### src/rtl/ifu_pkg.sv
// rtl/ifu_pkg.sv - shared types and constants for the instruction fetch unit
package ifu_pkg;

  localparam int INST_W = 32;
  localparam int PC_W   = 64;

  typedef enum logic [1:0] {
    REQ,
    WAIT,
    DROP
  } fetch_state_e;

  typedef struct packed {
    logic [PC_W-1:0]   pc;
    logic [INST_W-1:0] inst;
    logic              fault;
  } fetch_entry_t;

endpackage

### src/rtl/ifu_fetch_if.sv
// rtl/ifu_fetch_if.sv - memory read port between the fetch unit and instruction memory
interface ifu_fetch_if #(
  parameter int XLEN  = 64,
  parameter int BUS_W = 64
) ();

  logic             req_valid;
  logic             req_ready;
  logic [XLEN-1:0]  req_addr;
  logic             resp_valid;
  logic [BUS_W-1:0] resp_data;

  modport master (
    output req_valid,
    output req_addr,
    input  req_ready,
    input  resp_valid,
    input  resp_data
  );

  modport slave (
    input  req_valid,
    input  req_addr,
    output req_ready,
    output resp_valid,
    output resp_data
  );

endinterface

### src/rtl/fetch_queue.sv
// rtl/fetch_queue.sv - small synchronous FIFO of fetched instruction entries
module fetch_queue
  import ifu_pkg::*;
#(
  parameter int DEPTH = 2
) (
  input  logic                   clock,
  input  logic                   reset,
  input  logic                   push,
  input  logic                   pop,
  input  logic                   flush,
  input  fetch_entry_t           wdata,
  output fetch_entry_t           rdata,
  output logic [$clog2(DEPTH):0] count,
  output logic                   full,
  output logic                   empty
);

  localparam int AW = $clog2(DEPTH);

  fetch_entry_t    mem [DEPTH];
  logic [AW-1:0]   wptr;
  logic [AW-1:0]   rptr;
  logic            do_push;
  logic            do_pop;

  assign full    = (count == (AW + 1)'(DEPTH));
  assign empty   = (count == '0);
  assign do_push = push && !full;
  assign do_pop  = pop && !empty;
  assign rdata   = mem[rptr];

  // Flush wins over any same-cycle push or pop.
  always_ff @(posedge clock) begin
    if (reset || flush) begin
      wptr  <= '0;
      rptr  <= '0;
      count <= '0;
    end else begin
      if (do_push) wptr <= wptr + AW'(1);
      if (do_pop)  rptr <= rptr + AW'(1);
      case ({do_push, do_pop})
        2'b10:   count <= count + (AW + 1)'(1);
        2'b01:   count <= count - (AW + 1)'(1);
        default: count <= count;
      endcase
    end
  end

  always_ff @(posedge clock) begin
    if (do_push) mem[wptr] <= wdata;
  end

endmodule

### src/rtl/ifu_fetch.sv
// rtl/ifu_fetch.sv - instruction fetch unit: one outstanding bus read, redirect, decode queue
module ifu_fetch
  import ifu_pkg::*;
#(
  parameter int              XLEN     = 64,
  parameter int              BUS_W    = 64,
  parameter logic [XLEN-1:0] RESET_PC = 'h8000_0000,
  parameter int              DEPTH    = 2
) (
  input  logic              clock,
  input  logic              reset,
  input  logic              redirect_valid,
  input  logic [XLEN-1:0]   redirect_pc,
  ifu_fetch_if.master       mem,
  output logic              inst_valid,
  input  logic              inst_ready,
  output logic [INST_W-1:0] inst,
  output logic [XLEN-1:0]   inst_pc,
  output logic              inst_fault
);

  localparam int OFF = $clog2(BUS_W / 8);

  fetch_state_e           state, state_next;
  logic [XLEN-1:0]        pc, pc_next;
  logic                   faulted, faulted_next;
  logic                   req_valid;
  logic                   push, flush, pop;
  fetch_entry_t           push_entry, head;
  logic [$clog2(DEPTH):0] q_count;
  logic                   q_full, q_empty;
  logic [INST_W-1:0]      resp_inst;

  if (BUS_W == 64) begin : g_bus64
    assign resp_inst = pc[2] ? mem.resp_data[63:32] : mem.resp_data[31:0];
  end else begin : g_bus32
    assign resp_inst = mem.resp_data[INST_W-1:0];
  end

  assign mem.req_valid = req_valid;
  assign mem.req_addr  = {pc[XLEN-1:OFF], OFF'(0)};

  always_ff @(posedge clock) begin
    if (reset) begin
      state   <= REQ;
      pc      <= RESET_PC;
      faulted <= 1'b0;
    end else begin
      state   <= state_next;
      pc      <= pc_next;
      faulted <= faulted_next;
    end
  end

  // faulted marks a misaligned PC already reported, so fetch idles until a redirect.
  always_comb begin
    state_next   = state;
    pc_next      = pc;
    faulted_next = faulted;
    req_valid    = 1'b0;
    push         = 1'b0;
    flush        = 1'b0;
    push_entry   = '0;
    case (state)
      REQ: begin
        req_valid = !reset && !q_full && (pc[1:0] == 2'b00);
        if (req_valid && mem.req_ready) begin
          state_next = WAIT;
        end else if (!q_full && (pc[1:0] != 2'b00) && !faulted) begin
          push             = 1'b1;
          push_entry.pc    = PC_W'(pc);
          push_entry.fault = 1'b1;
          faulted_next     = 1'b1;
        end
      end
      WAIT: begin
        if (mem.resp_valid) begin
          push            = 1'b1;
          push_entry.pc   = PC_W'(pc);
          push_entry.inst = resp_inst;
          pc_next         = pc + XLEN'(4);
          state_next      = REQ;
        end
      end
      DROP: begin
        if (mem.resp_valid) state_next = REQ;
      end
      default: state_next = REQ;
    endcase

    if (redirect_valid) begin
      flush        = 1'b1;
      push         = 1'b0;
      pc_next      = redirect_pc;
      faulted_next = 1'b0;
      if (state == REQ) state_next = (req_valid && mem.req_ready) ? DROP : REQ;
      else              state_next = mem.resp_valid ? REQ : DROP;
    end
  end

  assign pop = inst_valid && inst_ready;

  fetch_queue #(.DEPTH(DEPTH)) u_queue (
    .clock (clock),
    .reset (reset),
    .push  (push),
    .pop   (pop),
    .flush (flush),
    .wdata (push_entry),
    .rdata (head),
    .count (q_count),
    .full  (q_full),
    .empty (q_empty)
  );

  assign inst_valid = !reset && !q_empty;
  assign inst       = inst_valid ? head.inst : '0;
  assign inst_pc    = inst_valid ? head.pc[XLEN-1:0] : '0;
  assign inst_fault = inst_valid && head.fault;

endmodule

### src/flat_wrapper.sv
// flat-port wrapper written by rule: the top's interface ports become plain ports
module ifu_fetch_flat import ifu_pkg::*;
#(
  parameter int              XLEN     = 64,
  parameter int              BUS_W    = 64,
  parameter logic [XLEN-1:0] RESET_PC = 'h8000_0000,
  parameter int              DEPTH    = 2
)
  (clock, reset, redirect_valid, redirect_pc, inst_valid, inst_ready, inst, inst_pc, inst_fault, mem_req_valid, mem_req_addr, mem_req_ready, mem_resp_valid, mem_resp_data);
  ifu_fetch_if #(.XLEN(XLEN), .BUS_W(BUS_W)) mem_i ();
  input  logic clock;
  input  logic reset;
  input  logic redirect_valid;
  input  logic [XLEN-1:0] redirect_pc;
  output logic inst_valid;
  input  logic inst_ready;
  output logic [INST_W-1:0] inst;
  output logic [XLEN-1:0] inst_pc;
  output logic inst_fault;
  output wire logic [$bits(mem_i.req_valid)-1:0] mem_req_valid;
  output wire logic [$bits(mem_i.req_addr)-1:0] mem_req_addr;
  input wire logic [$bits(mem_i.req_ready)-1:0] mem_req_ready;
  input wire logic [$bits(mem_i.resp_valid)-1:0] mem_resp_valid;
  input wire logic [$bits(mem_i.resp_data)-1:0] mem_resp_data;
  assign mem_req_valid = mem_i.req_valid;
  assign mem_req_addr = mem_i.req_addr;
  assign mem_i.req_ready = mem_req_ready;
  assign mem_i.resp_valid = mem_resp_valid;
  assign mem_i.resp_data = mem_resp_data;
  ifu_fetch #(.XLEN(XLEN), .BUS_W(BUS_W), .RESET_PC(RESET_PC), .DEPTH(DEPTH)) u_core (.clock(clock), .reset(reset), .redirect_valid(redirect_valid), .redirect_pc(redirect_pc), .mem(mem_i), .inst_valid(inst_valid), .inst_ready(inst_ready), .inst(inst), .inst_pc(inst_pc), .inst_fault(inst_fault));
endmodule
### config.mk
export PLATFORM = sky130hd
export DESIGN_NAME = ifu_fetch_flat
export DESIGN_NICKNAME = d
export VERILOG_FILES = /design/src/rtl/ifu_pkg.sv /design/src/rtl/ifu_fetch_if.sv /design/src/rtl/fetch_queue.sv /design/src/rtl/ifu_fetch.sv /design/src/flat_wrapper.sv
export SDC_FILE = /design/constraint.sdc
export NUM_CORES = 1
export LEC_CHECK = 0
export BUFFER_PORTS_ARGS = -buffer_cell sky130_fd_sc_hd__buf_2
export CORE_ASPECT_RATIO = 1.4
export CORE_MARGIN = 4
export CORE_UTILIZATION = 59
export CTS_CLUSTER_DIAMETER = 50
export DETAILED_ROUTE_END_ITERATION = 7
export GPL_ROUTABILITY_DRIVEN = 0
export PLACE_DENSITY = 0.86
export RECOVER_POWER = 50
export SLEW_MARGIN = 25
export SYNTH_ARGS = -nofsm -noshare
export SYNTH_HDL_FRONTEND = slang
export SYNTH_SLANG_ARGS = --single-unit
### constraint.sdc
create_clock -name clock -period 14.12 [get_ports clock]
set_input_delay 1.412 -clock clock [delete_from_list [all_inputs] [get_ports clock]]
set_output_delay 1.412 -clock clock [all_outputs]
set_load 0.005 [all_outputs]
==> flow_metrics.env <==
export IMPL_ys_flop_type="edfxtp_1"
export IMPL_cp_start_kind="input port"
export IMPL_die_area_um2=24300
export IMPL_syn_area_um2=12900
export IMPL_cts_made_buffers=26
export IMPL_gr_total_overflow=0
export IMPL_r2r_start="u_core.state[1]"
export IMPL_hpwl_mm=22.4
export IMPL_holdBufCountCts=0
export IMPL_leakagePower_uw=0.00564
export IMPL_place_ws_ps=9230
export IMPL_rsz0062_at_grt="false"
export IMPL_post_cts_resized=0
export IMPL_violations="capacitance limit, slew limit"
export IMPL_rows=63
export IMPL_clock_sinks=266
export IMPL_outcome="finished with violations"
export IMPL_die_h_um=183
export IMPL_grt_pass1_vias=9408
export IMPL_drt_first_iter_violations=577
export IMPL_grt_max_degree=99
export IMPL_multi_input_area_um2=4860
export IMPL_p_per_area_nw_per_um2=117
export IMPL_cts_setup_buffers=0
export IMPL_cts_root_buf="clkbuf_16"
export IMPL_synth_yosys_seq_area_share_pct=56.3
export IMPL_cap_viol_max_count=4
export IMPL_fillers=1523
export IMPL_max_freq_mhz=153
export IMPL_slowest_delay_ps=2270
export IMPL_antenna_found_initial=5
export IMPL_grt_usage_pct=25.5
export IMPL_cts_tree="done"
export IMPL_fin_nets=1489
export IMPL_seq_area_um2=7270
export IMPL_p_total_uw=1760
export IMPL_placed_area_um2=14100
export IMPL_p_switching_uw=395
export IMPL_seqPwrFrac_pct=51.0
export IMPL_fin_crit_sh_pct=46.3
export IMPL_pwr_share_comb_pct=7.5
export IMPL_finalSetupViolations=0
export IMPL_finalCriticalPeriod_ps=6540
export IMPL_p_int_uw=1370
export IMPL_skew_ps=21.9
export IMPL_cp_required_ps=12710
export IMPL_switching_share_pct=22.4
export IMPL_hold_class="flip-flop to flip-flop"
export IMPL_first_pass_iters=5
export IMPL_synth_edf_count=194
export IMPL_vias_per_cell=5.70
export IMPL_vias=9493
export IMPL_async_reset_ff_share_pct=0
export IMPL_whs_ps=480
export IMPL_crit_chain="buf_2, clkbuf_1, or2_4, buf_12, nor2_1, buf_2"
export IMPL_detail_route_antenna_nets=0
export IMPL_cpMostUsedCell="buf_2"
export IMPL_cp_startpoint="reset"
export IMPL_numPortBuffers=293
export IMPL_detail_route_wl_per_cell_um=19.6
export IMPL_drt_wl_total_mm=32.6
export IMPL_clkLatencyLatePin_ps=520
export IMPL_crit_arrival_ps=5130
export IMPL_syn_inst=1144
export IMPL_cts_buffer_depth=3
export IMPL_cts_htree_levels=1
export IMPL_boundaryPins=297
export IMPL_clkTransAtPathRegs_ps=60
export IMPL_vdd_drop_max_mv=0.151
export IMPL_critPathTopFamily="buffers and inverters"
export IMPL_core_area_um2=21400
export IMPL_drv_slew=190
export IMPL_drc=0
export IMPL_crit_type="input port to output pin"
export IMPL_ys_types=54
export IMPL_drive_gt1_share_pct=24.7
export IMPL_hold_violations=0
export IMPL_cp_max_fo=69
export IMPL_ys_seq_elements=266
export IMPL_postSynthAreaPerCell_um2=11.3
export IMPL_end_kind="output pin"
export IMPL_relSlewSlack_pct=-115
export IMPL_crit_path_top_delay_cell="clkbuf_1"
export IMPL_grt_pass1_wl_mm=49.9
export IMPL_fin_area_um2=15000
export IMPL_syn2layout_area_growth_pct=16.4
export IMPL_critPathBufInv=4
export IMPL_die_w_um=133
export IMPL_worst_pin_slew_ps=3220
export IMPL_setup_slack_ps=7580
export IMPL_hp_start="u_core.faulted"
export IMPL_ys_warn_count=0
export IMPL_clockPowerShare_pct=41.5
export IMPL_start_util_pct=60.4
export IMPL_setup_tns_ps=0
placed cells by master, fill, tap and decap left out, types with 4 or more instances in the layout:
cell | Yosys | final
or3_1 | 12 | 12
nor3_1 | 10 | 10
a211oi_1 | 30 | 30
clkbuf_8 | 0 | 5
o31ai_1 | 11 | 11
nor4_2 | 5 | 5
inv_1 | 18 | 18
clkbuf_16 | 0 | 28
nor2_1 | 217 | 217
ha_1 | 4 | 4
nand4_2 | 5 | 5
clkinv_2 | 0 | 5
or4_1 | 15 | 15
o21ai_0 | 8 | 8
a21oi_1 | 12 | 12
nor4_1 | 5 | 5
nor2b_1 | 61 | 61
nand3_1 | 29 | 29
and2_1 | 8 | 8
o21a_1 | 4 | 4
dfxtp_1 | 72 | 70
and3_1 | 8 | 7
nand4_1 | 21 | 21
xnor2_1 | 23 | 23
xor2_1 | 17 | 17
buf_4 | 65 | 7
edfxtp_1 | 194 | 194
a311oi_1 | 17 | 17
mux2i_1 | 134 | 134
nand2_1 | 28 | 28
clkbuf_1 | 49 | 44
and4_1 | 10 | 10
buf_2 | 2 | 254
worst paths after layout:
check	to	slack [ps]	cells after the start
min reg2reg	u_core.faulted	480	2
max reg2reg	u_core.u_queue.mem[0][70]	8900	7
max	inst_pc[23]	7580	6
min	u_core.faulted	480	2
layout make-up:
type,instances,share of cell area [%]
flip-flops and latches,266,48.4
clock inverters,13,1.02
diodes,1,0.0167
clock buffers,35,5.17
multi-input cells,732,32.3
repair buffers,306,10.1
well taps,292,2.43
inverters,19,0.475
state kept, by name, indices dropped and copies added, names as in the netlist, named ones only:
signal,count
u_core.faulted,1
u_core.pc,64
u_core.state,2
u_core.u_queue.count,2
u_core.u_queue.mem,194
u_core.u_queue.rptr,1
u_core.u_queue.wptr,1
Yosys cell counts, types with 2 or more instances:
cell,count,area [µm²]
nor3_1,10,50.1
nor2_1,217,815
nor2b_1,61,382
a2111oi_0,2,17.5
edfxtp_1,194,5830
and2_1,8,50.1
buf_4,65,488
nor3_2,3,30.0
nor4_4,2,42.5
or3_1,12,75.1
o31ai_1,11,82.6
or4_1,15,113
nor4_2,5,62.6
ha_1,4,50.1
nor4b_1,2,17.5
o21a_1,4,30.0
nor3b_1,2,15.0
o31a_1,2,17.5
nor4_1,5,31.3
nand2b_1,2,12.5
a211oi_1,30,225
nand4_2,5,62.6
a22oi_1,2,15.0
nand3_2,2,20.0
dfxtp_1,72,1440
nand4_4,2,42.5
buf_2,2,10.0
a311oi_1,17,149
buf_1,13,48.8
xnor2_1,23,201
and3_1,8,50.1
xor2_1,17,149
a21oi_1,12,60.1
inv_1,18,67.6
or2_2,4,25.0
clkbuf_1,49,184
mux2i_1,134,1340
and4_1,10,87.6
nand4_1,21,131
nand2_1,28,105
nand3_1,29,145
o21ai_0,8,40.0
stage by stage:
stage / cells / utilization (%)
after detailed placement: 1614 / 66.2
after CTS: 1662 / 70.5
after global placement: 1614 / 66.2
after global routing: 1664 / 70.3
after floorplan: 1146 / -
final: 1664 / 70.3
logic make-up (layout without fill, tap and decap cells):
group,after synthesis,count (layout),share of synthesized area [%]
adders and majority gates,4,4,0.388
buffers and inverters,148,373,6.21
and+or+nand+nor,455,455,18.5
DFF,266,266,56.3
AOI/OAI and AO/OA,96,96,5.48
other,1,4,0.0290
muxes,134,134,10.4
xor gates and xnor gates,40,40,2.71
worst register-to-register path: cells and delay by family, from the launching register on:
family	cells	cell delay (ps)
and+or+nand+nor	2	410
AOI/OAI and AO/OA	1	350
buffers and inverters	3	3490
adders and majority gates	1	230
DFF	1	330
layer usage:
layer | part of all wire, % | wire length, µm | vias up | track usage (%)
met5 | 0.15 | 48 | - | 0
met1 | 39 | 12600 | 4573 | 31.0
met4 | 3.1 | 1010 | 8 | 8.74
li1 | - | - | 4496 | -
met3 | 6.5 | 2120 | 73 | 4.83
met2 | 51 | 16800 | 343 | 45.7
power groups by stage:
stage | Sequential, µW | Combinational [µW] | Clock (µW)
3_3_place_gp | 913 | 130 | 0
2_1_floorplan | 903 | 97.1 | 0
5_1_grt | 902 | 147 | 772
6_report | 898 | 133 | 731
4_1_cts | 898 | 135 | 737
3_5_place_dp | 915 | 134 | 0
Note: power is estimated with default switching activity, not from simulation.
